==> src/rtl/pulse_counter_display_pkg.sv <==
// Shared types, segment table and sizing helpers
// for the multi-channel pulse counter display.
package pulse_counter_pkg;

  typedef enum logic [1:0] {
    DB_IDLE,
    DB_CHECK_PRESS,
    DB_PRESSED,
    DB_CHECK_RELEASE
  } db_state_t;

  // Active-low {g,f,e,d,c,b,a}, entry 0 on the right.
  localparam logic [15:0][6:0] SEG_LUT = {
    7'h0E, 7'h06, 7'h21, 7'h46,
    7'h03, 7'h08, 7'h10, 7'h00,
    7'h78, 7'h02, 7'h12, 7'h19,
    7'h30, 7'h24, 7'h79, 7'h40
  };

  function automatic int width_of(input int max_val);
    return (max_val < 1) ? 1 : $clog2(max_val + 1);
  endfunction

  function automatic int db_cycles(input int f_hz,
                                   input int ms);
    return f_hz / 1000 * ms;
  endfunction

  function automatic int scan_cycles(input int f_hz,
                                     input int r_hz,
                                     input int n);
    int s;
    s = f_hz / (r_hz * n);
    return (s < 1) ? 1 : s;
  endfunction

endpackage

==> src/rtl/pulse_counter_display_if.sv <==
// Seven-segment display bus: digit enables and
// segment lines, both active-low.
interface pulse_counter_display_if #(
  parameter int N_CH = 4
);
  logic [N_CH-1:0] en_disp;
  logic [7:0]      digit_out;

  modport master (output en_disp, digit_out);
  modport slave  (input  en_disp, digit_out);
endinterface

==> src/rtl/pulse_counter_display_debounce.sv <==
// Per-button synchroniser and debounce FSM that
// emits one pulse per accepted press.
module btn_debounce_pulse
  import pulse_counter_pkg::*;
#(
  parameter int DB_CYCLES = 240000
) (
  input  logic clk,
  input  logic rst,
  input  logic btn,
  output logic pulse
);
  // Pulse is registered, so stop one count early
  // to land the counter update on DB_CYCLES+3.
  localparam int LAST =
    (DB_CYCLES > 1) ? DB_CYCLES - 2 : 0;
  localparam int DW = width_of(LAST);
  localparam logic [DW-1:0] LAST_V = DW'(LAST);

  logic s1, s2;
  db_state_t state;
  logic [DW-1:0] cnt;

  always_ff @(posedge clk or negedge rst) begin
    if (!rst) begin
      s1 <= 1'b1;
      s2 <= 1'b1;
    end else begin
      s1 <= btn;
      s2 <= s1;
    end
  end

  always_ff @(posedge clk or negedge rst) begin
    if (!rst) begin
      state <= DB_IDLE;
      cnt   <= '0;
      pulse <= 1'b0;
    end else begin
      pulse <= 1'b0;
      unique case (state)
        DB_IDLE: begin
          if (!s2) begin
            state <= DB_CHECK_PRESS;
            cnt   <= '0;
          end
        end
        DB_CHECK_PRESS: begin
          if (s2) begin
            state <= DB_IDLE;
          end else if (cnt == LAST_V) begin
            state <= DB_PRESSED;
            pulse <= 1'b1;
          end else begin
            cnt <= cnt + 1'b1;
          end
        end
        DB_PRESSED: begin
          if (s2) begin
            state <= DB_CHECK_RELEASE;
            cnt   <= '0;
          end
        end
        DB_CHECK_RELEASE: begin
          if (!s2) begin
            state <= DB_PRESSED;
          end else if (cnt == LAST_V) begin
            state <= DB_IDLE;
          end else begin
            cnt <= cnt + 1'b1;
          end
        end
        default: state <= DB_IDLE;
      endcase
    end
  end

endmodule

==> src/rtl/pulse_counter_display.sv <==
// N-channel debounced pulse counters with wrap or
// saturate, multiplexed onto a seven-segment display.
module pulse_counter_display
  import pulse_counter_pkg::*;
#(
  parameter int CLK_FREQ_HZ      = 12000000,
  parameter int DEBOUNCE_TIME_MS = 20,
  parameter int REFRESH_HZ       = 1000,
  parameter int N_CH             = 4,
  parameter int MAX_COUNT        = 15,
  parameter int WRAP             = 1,
  localparam int CW = width_of(MAX_COUNT)
) (
  input  logic                 clk,
  input  logic                 rst,
  input  logic [N_CH-1:0]      btn_in,
  input  logic                 dir,
  input  logic                 clr,
  pulse_counter_display_if.master disp,
  output logic [N_CH*CW-1:0]   count_o,
  output logic [N_CH-1:0]      ovf_o,
  output logic                 rst_led
);
  localparam int DB =
    db_cycles(CLK_FREQ_HZ, DEBOUNCE_TIME_MS);
  localparam int SC =
    scan_cycles(CLK_FREQ_HZ, REFRESH_HZ, N_CH);
  localparam int SW = width_of(SC - 1);
  localparam int IW = width_of(N_CH - 1);
  localparam logic [CW-1:0] MAXC = CW'(MAX_COUNT);

  logic [N_CH-1:0] pulse;
  logic [CW-1:0]   count_q [N_CH];
  logic [N_CH-1:0] ovf_q;
  logic [SW-1:0]   scan_cnt;
  logic [IW-1:0]   idx;
  logic [N_CH-1:0] en_q;
  logic [7:0]      seg_q;

  for (genvar i = 0; i < N_CH; i++) begin : g_ch
    btn_debounce_pulse #(
      .DB_CYCLES(DB)
    ) u_db (
      .clk  (clk),
      .rst  (rst),
      .btn  (btn_in[i]),
      .pulse(pulse[i])
    );
    assign count_o[i*CW +: CW] = count_q[i];
  end

  assign ovf_o   = ovf_q;
  assign rst_led = ~rst;

  always_ff @(posedge clk or negedge rst) begin
    if (!rst) begin
      for (int i = 0; i < N_CH; i++) count_q[i] <= '0;
      ovf_q <= '0;
    end else if (clr) begin
      for (int i = 0; i < N_CH; i++) count_q[i] <= '0;
      ovf_q <= '0;
    end else begin
      for (int i = 0; i < N_CH; i++) begin
        if (pulse[i] && !dir) begin
          if (count_q[i] == MAXC) begin
            ovf_q[i]   <= 1'b1;
            count_q[i] <= (WRAP != 0) ? '0 : MAXC;
          end else begin
            count_q[i] <= count_q[i] + 1'b1;
          end
        end else if (pulse[i]) begin
          if (count_q[i] == '0) begin
            ovf_q[i]   <= 1'b1;
            count_q[i] <= (WRAP != 0) ? MAXC : '0;
          end else begin
            count_q[i] <= count_q[i] - 1'b1;
          end
        end
      end
    end
  end

  always_ff @(posedge clk or negedge rst) begin
    if (!rst) begin
      scan_cnt <= '0;
      idx      <= '0;
      en_q     <= '1;
      seg_q    <= 8'hFF;
    end else begin
      en_q  <= ~(N_CH'(1) << idx);
      seg_q <= {~ovf_q[idx],
                SEG_LUT[4'(count_q[idx])]};
      if (scan_cnt == SW'(SC - 1)) begin
        scan_cnt <= '0;
        idx <= (idx == IW'(N_CH - 1)) ?
               '0 : idx + 1'b1;
      end else begin
        scan_cnt <= scan_cnt + 1'b1;
      end
    end
  end

  assign disp.en_disp   = en_q;
  assign disp.digit_out = seg_q;

endmodule

==> src/flat_wrapper.sv <==
// flat-port wrapper written by rule: the top's interface ports become plain ports
module pulse_counter_display_flat import pulse_counter_pkg::*;
#(
  parameter int CLK_FREQ_HZ      = 12000000,
  parameter int DEBOUNCE_TIME_MS = 20,
  parameter int REFRESH_HZ       = 1000,
  parameter int N_CH             = 4,
  parameter int MAX_COUNT        = 15,
  parameter int WRAP             = 1,
  localparam int CW = width_of(MAX_COUNT)
)
  (clk, rst, btn_in, dir, clr, count_o, ovf_o, rst_led, disp_en_disp, disp_digit_out);
  pulse_counter_display_if #(.N_CH(N_CH)) disp_i ();
  input  logic clk;
  input  logic rst;
  input  logic [N_CH-1:0] btn_in;
  input  logic dir;
  input  logic clr;
  output logic [N_CH*CW-1:0] count_o;
  output logic [N_CH-1:0] ovf_o;
  output logic rst_led;
  output wire logic [$bits(disp_i.en_disp)-1:0] disp_en_disp;
  output wire logic [$bits(disp_i.digit_out)-1:0] disp_digit_out;
  assign disp_en_disp = disp_i.en_disp;
  assign disp_digit_out = disp_i.digit_out;
  pulse_counter_display #(.CLK_FREQ_HZ(CLK_FREQ_HZ), .DEBOUNCE_TIME_MS(DEBOUNCE_TIME_MS), .REFRESH_HZ(REFRESH_HZ), .N_CH(N_CH), .MAX_COUNT(MAX_COUNT), .WRAP(WRAP)) u_core (.clk(clk), .rst(rst), .btn_in(btn_in), .dir(dir), .clr(clr), .disp(disp_i), .count_o(count_o), .ovf_o(ovf_o), .rst_led(rst_led));
endmodule
==> config.mk <==
export PLATFORM = sky130hd
export DESIGN_NAME = pulse_counter_display_flat
export DESIGN_NICKNAME = d
export VERILOG_FILES = /design/src/rtl/pulse_counter_display_pkg.sv /design/src/rtl/pulse_counter_display_if.sv /design/src/rtl/pulse_counter_display_debounce.sv /design/src/rtl/pulse_counter_display.sv /design/src/flat_wrapper.sv
export SDC_FILE = /design/constraint.sdc
export NUM_CORES = 1
export LEC_CHECK = 0
export CAP_MARGIN = 30
export CORE_MARGIN = 4
export CORE_UTILIZATION = 49
export CTS_BUF_LIST = sky130_fd_sc_hd__clkbuf_2
export CTS_CLUSTER_DIAMETER = 200
export DETAILED_ROUTE_END_ITERATION = 12
export PLACE_DENSITY = 0.67
export SETUP_SLACK_MARGIN = 0.3
export SYNTH_ARGS = -nofsm -noshare
export SYNTH_HDL_FRONTEND = slang
export SYNTH_SLANG_ARGS = --single-unit
==> constraint.sdc <==
create_clock -name clk -period 2.1 [get_ports clk]
set_input_delay 0.315 -clock clk [delete_from_list [all_inputs] [get_ports clk]]
set_output_delay 0.315 -clock clk [all_outputs]
set_load 0.05 [all_outputs]
# After elaboration in Yosys (flattened, before gate mapping)
# Memory sizes are Yosys's and may differ from the RTL's. A register that Yosys moved wholly into a read port is not among the register bits.
# Index checks and enable logic that the tools add are counted.
[word_totals]
reg_bits = 138
rom_bits = 112
inputBits = 8
out_inout_bits = 33
word_cells = 245
n_memories = 1
[op_classes]
addsub = 14
magnitude_cmp = 3
n_eq_ne = 50
shift = 1
n_mux = 106
bitwise = 4
n_reduce_logical = 34
[mem_list]
columns = ["name", "depth", "word_bits", "read_ports", "rd_clocked_by_memory_dff", "write_ports", "line_no", "text"]
rows = [
  ["(name not given)", 16, 7, 1, 1, 0, "pulse_counter_display.sv:92", "SEG_LUT[4'(count_q[idx])]};"],
]
[op_table]
columns = ["operator", "count"]
rows = [
  ["$mux W18", 20],
  ["$pmux W18 S4", 4],
  ["$mux W4", 19],
  ["$add A18 B1 Y18 const B", 4],
  ["$eq A18 B18 Y1 const B", 4],
  ["$mux W2", 25],
  ["$ne A3 B3 Y1 const B", 12],
  ["$ne A2 B2 Y1 const B", 16],
  ["$pmux W2 S4", 4],
  ["$reduce_and A4 Y1", 8],
  ["$mux W1", 29],
  ["$reduce_bool A3 Y1", 8],
  ["$eq A2 B2 Y1 const B", 9],
  ["$add A4 B1 Y4 const B", 4],
  ["$eq A4 B4 Y1 const B", 4],
  ["$logic_not A4 Y1", 4],
  ["$mux W16", 1],
  ["$sub A4 B1 Y4 const B", 4],
  ["$add A12 B1 Y12 const B", 1],
  ["$eq A12 B12 Y1 const B", 1],
  ["$mux W12", 1],
  ["$reduce_and A3 Y1", 4],
  ["$bmux W4 S2", 1],
  ["$eq A2 B1 Y1 const B", 4],
  ["13 further kinds", 21],
]

# Depth between registers and ports, before layout
[depth]
depth_word = 6
mapped_depth = 8
ltp_nobuf = 7

# Modules after synthesis
# From an unflattened synthesis, not the netlist that was laid out.
[hier_totals]
hier_cells = 855
area_unflattened_um2 = 8186.6
[modules_own_cells]
columns = ["module", "instances", "cells_each", "area_each_um2", "seq_area_each_um2"]
rows = [
  ["btn_debounce_pulse", 4, 142, 1346.3, 578.1],
  ["pulse_counter_display", 1, 287, 2801.4, 1166.1],
]

# Worst setup path before layout
# OpenSTA, ideal clock, no wires.
[synth_path]
path_kind = "reg2reg"
start = "register u_core.count_q (netlist bit u_core.count_o[5])"
end = "register u_core.seg_q[3] (netlist: u_core.disp.digit_out[3])"
setup_ps = 94
t_arrival_ps = 1911
required_time_ps = 2006
slack_ps = 95
path_stages_with_launch = 6
n_path_buf = 0
synth_period_minus_slack_ps = 2005
cell_sequence = "dfrtp_1 > mux4_2 > inv_1 > ha_1 > inv_1 > mux4_2"
[synth_via]
elab_chain_cells = 3
[synth_lines]
columns = ["item", "line_no", "text"]
rows = [
  ["start, declared", "pulse_counter_display.sv:33", "logic [CW-1:0] count_q [N_CH];"],
  ["start signal, assigned by index", "pulse_counter_display.sv:67", "count_q[i] <= (WRAP != 0) ? '0 : MAXC;"],
  ["start signal, assigned by index", "pulse_counter_display.sv:69", "count_q[i] <= count_q[i] + 1'b1;"],
  ["start signal, assigned by index", "pulse_counter_display.sv:74", "count_q[i] <= (WRAP != 0) ? MAXC : '0;"],
  ["$bmux W4 S2", "pulse_counter_display.sv:92", ""],
  ["$mux W4 (not written as such) (2 in a row)", "pulse_counter_display.sv:92", ""],
  ["end, declared", "pulse_counter_display.sv:38", "logic [7:0] seg_q;"],
]
# Every way passes these cells. The select of a mux whose other input is x is not followed.
# A chain may end at the register's enable or synchronous reset.

# Worst setup path in the final report
[layout_path]
start = "register u_core.count_q (netlist bit u_core.count_o[13])"
end = "register u_core.seg_q[3] (netlist: u_core.disp.digit_out[3])"
# The elaborated chain is that of the path after synthesis.

==> impl_results.md <==
- Status: complete, no violations
- Die Area: 0.0175 mm^2
- Final number of setup-violating endpoints: 0
- DRC: 0
- Routed WL: 19.1 mm
- Clock skew: 46.7 ps
- Most used DFF post-synth: dfrtp_1
- Slack of the critical path: 209 ps
- Root Driver: clkbuf_2
- Initial antenna violation count: 1
- Final ANT Viol Nets: 0
- Largest net degree at the start of global routing: 85
- Die height: 132 um
- Port Buffers: 40
- Via count: 6853
- Worst-case clock buffer depth: 2
- Setup slack at placement: 100 ps
- Worst-Skew Late Latency: 700 ps
- Vias in the first global route: 6469
- Post-route cell area: 0.00989 mm^2
- H-Tree Depth: 4
- Vias per cell: 5.86
- Layout cells sized above 1: 0.314
- Hold Path Class: in -> async
- Initial Util: 0.500
- Post-detail-place hpwl: 11.8 mm
- Cell Area, Placed: 0.00840 mm^2
- Worst R2R Setup Slack: 210 ps
- Fill count: 1183
- CORE AREA: 0.0151 mm^2
- 1st-pass router iterations: 5
- WS Path Type: reg -> reg
- Fmax: 529 MHz
- Final Cycle Share: 0.901
- CTS sink cnt: 138
- Post-synth net total: 846
- # IOs: 41
- EDFF count, synth: 0
- Minimum clock period: 1890 ps
- CTS clk-pin slew, worst paths: 220 ps
- VDD IR-drop max: 0.312 mV
- Yosys reg bits: 138
- Syn avg cell area: 9.33 um^2
- CTS tree: yes
- Share of synthesized registers carrying an async set or reset: 1.00
- Max-Cap Viols: 0
- Leakage: 0.00419 uW
- Maximum fanout along the worst path: 5
- Area growth, synth to finish: 30.6%
- Critical Path AT: 2530 ps
- Crit start category: flop
- RD Place Congestion: 0.861
- Worst setup EP type: flop
- Slew Viols, Final: 0
- Drt wl/cell: 16.3 um
- Initial drt markers: 560
- First-pass GRT wire length: 30.6 mm
- Measured slew at the worst slew-check pin: 552 ps
- Power per cell area: 512 mW/mm^2
- Req. time, crit path: 2740 ps
- # rows: 45
- Total negative setup slack: 0 ps
- Warnings, synthesis: 0
- Hold Vio Cnt, Final: 0
- Distinct cells, synth: 65
- Register area share after synthesis: 0.460
- TritonCTS buffer count: 17
- Mapped Area: 0.00757 mm^2
- Synth Instances: 811
- Relative slew slack: 0.631
- Die width: 132 um
- RSZ-0062 raised after global routing: true
- Final net count: 1002
- Total track usage: 0.210
- Overflow after GRT: 0
==> power breakdown <==
part | switching (uW) | internal, uW
sequential | 68.5 | 2730
combinational | 276 | 228
clock | 988 | 771
total | 1330 | 3730
==> flip-flops by register name, summed over array words and instances, names as in the netlist, named ones only <==
register                count
u_core.disp.en_disp         4
u_core.g_ch.u_db.pulse      4
u_core.disp.digit_out       8
u_core.g_ch.u_db.s2         4
u_core.count_o             16
u_core.g_ch.u_db.s1         4
u_core.ovf_o                4
u_core.g_ch.u_db.cnt       72
u_core.g_ch.u_db.state      4
u_core.idx                  2
u_core.scan_cnt            12
==> layout by cell type, fill, tap and decap left out, drive strengths merged, types with 4 or more instances in the layout <==
| master | synthesis | layout |
|---|---|---|
| o211ai | 5 | 5 |
| mux2 | 4 | 4 |
| a22o | 6 | 6 |
| dfrtp | 118 | 118 |
| xnor2 | 17 | 17 |
| bufinv | 0 | 4 |
| buf | 8 | 149 |
| mux4 | 6 | 6 |
| nor4 | 9 | 9 |
| o311ai | 6 | 6 |
| nand2 | 90 | 90 |
| ha | 27 | 27 |
| a21oi | 59 | 59 |
| a41oi | 4 | 4 |
| a21o | 6 | 6 |
| dlygate4sd3 | 0 | 5 |
| or4 | 5 | 5 |
| clkdlybuf4s50 | 0 | 6 |
| nand3 | 54 | 54 |
| nor3b | 4 | 4 |
| xor2 | 14 | 14 |
| dfstp | 20 | 20 |
| nand4bb | 4 | 4 |
| clkbuf | 17 | 19 |
| o21ai | 57 | 57 |
| nor2 | 68 | 68 |
| a211oi | 13 | 13 |
| clkinv | 0 | 8 |
| mux2i | 18 | 18 |
| nor2b | 5 | 5 |
| or3 | 17 | 17 |
| a31oi | 7 | 7 |
| nand4 | 18 | 18 |
| inv | 45 | 45 |
| and3 | 7 | 7 |
| nand2b | 6 | 6 |
| nor3 | 25 | 25 |
==> routing by layer <==
layer	up-vias	part of all wire	global-route usage	routed length, um
met5	-	0	0	0
met4	0	0.023	0.0727	445
met3	47	0.046	0.0546	879
met2	207	0.49	0.341	9380
met1	3347	0.44	0.274	8360
li1	3252	-	-	-
==> path summary, 6_finish.rpt <==
check	startpoint	cells past startpoint	to
setup reg to reg	u_core.count_o[13]	3	u_core.disp.digit_out[3]
max in group asynchronous	rst	4	u_core.g_ch[2].u_db.s2
hold / removal	rst	3	u_core.g_ch[0].u_db.cnt[11]
min in group clk	u_core.g_ch[2].u_db.s1	0	u_core.g_ch[2].u_db.s2
hold reg to reg	u_core.g_ch[2].u_db.s1	0	u_core.g_ch[2].u_db.s2
setup / recovery	u_core.count_o[13]	3	u_core.disp.digit_out[3]
==> synth_stat cells, types with 3 or more instances <==
| library cell | instances | area (um^2) |
|---|---|---|
| a211oi_1 | 13 | 97.6 |
| a21o_1 | 6 | 45.0 |
| a21oi_1 | 59 | 295 |
| a22o_1 | 6 | 52.6 |
| a31oi_1 | 7 | 43.8 |
| a41oi_1 | 4 | 35.0 |
| and3_1 | 6 | 37.5 |
| buf_2 | 8 | 40.0 |
| clkbuf_1 | 15 | 56.3 |
| dfrtp_1 | 118 | 2950 |
| dfstp_2 | 20 | 526 |
| ha_1 | 27 | 338 |
| inv_1 | 45 | 169 |
| mux2_2 | 4 | 45.0 |
| mux2i_1 | 18 | 180 |
| mux4_2 | 6 | 135 |
| nand2_1 | 89 | 334 |
| nand2b_1 | 6 | 37.5 |
| nand3_1 | 54 | 270 |
| nand4_1 | 17 | 106 |
| nand4bb_1 | 4 | 45.0 |
| nor2_1 | 68 | 255 |
| nor2b_1 | 5 | 31.3 |
| nor3_1 | 25 | 125 |
| nor3b_1 | 4 | 30.0 |
| nor4_1 | 7 | 43.8 |
| nor4bb_1 | 3 | 30.0 |
| o211ai_1 | 5 | 37.5 |
| o21ai_0 | 57 | 285 |
| o21bai_1 | 3 | 22.5 |
| o311ai_0 | 6 | 52.6 |
| or2_2 | 3 | 18.8 |
| or3_1 | 17 | 106 |
| or4_1 | 5 | 37.5 |
| xnor2_1 | 17 | 149 |
| xor2_1 | 14 | 123 |
==> cell type report <==
| cell class | instances | area [um^2] | share of cell area |
|---|---|---|---|
| well taps | 188 | 235 | 0.0238 |
| clock inverters | 14 | 179 | 0.0181 |
| clock buffers | 18 | 90.1 | 0.00911 |
| multi-input cells | 604 | 4190 | 0.424 |
| flip-flops and latches | 138 | 3510 | 0.356 |
| diodes | 1 | 2.50 | 0.000253 |
| repair buffers | 161 | 1500 | 0.152 |
| inverters | 45 | 174 | 0.0176 |
==> kinds of logic after synthesis <==
logic type | share of synthesized area
buffers and inverters | 0.0364
adders and majority gates | 0.0446
and+or+nand+nor | 0.226
xor gates and xnor gates | 0.0359
AOI/OAI and AO/OA | 0.150
muxes | 0.0476
DFF | 0.460
==> through the flow <==
stage	std cells	hold slack, ps	power, uW	util
after floorplan	811	19.4	3050	-
after global placement	1042	217	3200	0.555
after detailed placement	1042	219	3220	0.555
after CTS	1135	48.6	5090	0.614
after global routing	1169	-1.09	5320	0.653
final	1169	145	5060	0.653
==> critical path: stages, from the launching register on <==
cell and delay (ps):
dfrtp_2 490, mux4_2 580, ha_1 280, mux4_2 470
==> repair_timing <==
item	CTS	global route
setup endpoints to repair	88	101
hold buffers	6	0
endpoints found under the hold margin	124	0
pin swaps	8	25
buffers inserted	54	33
cloned	1	0
gates resized for setup	249	87
Note: power is estimated with default switching activity, not from simulation.
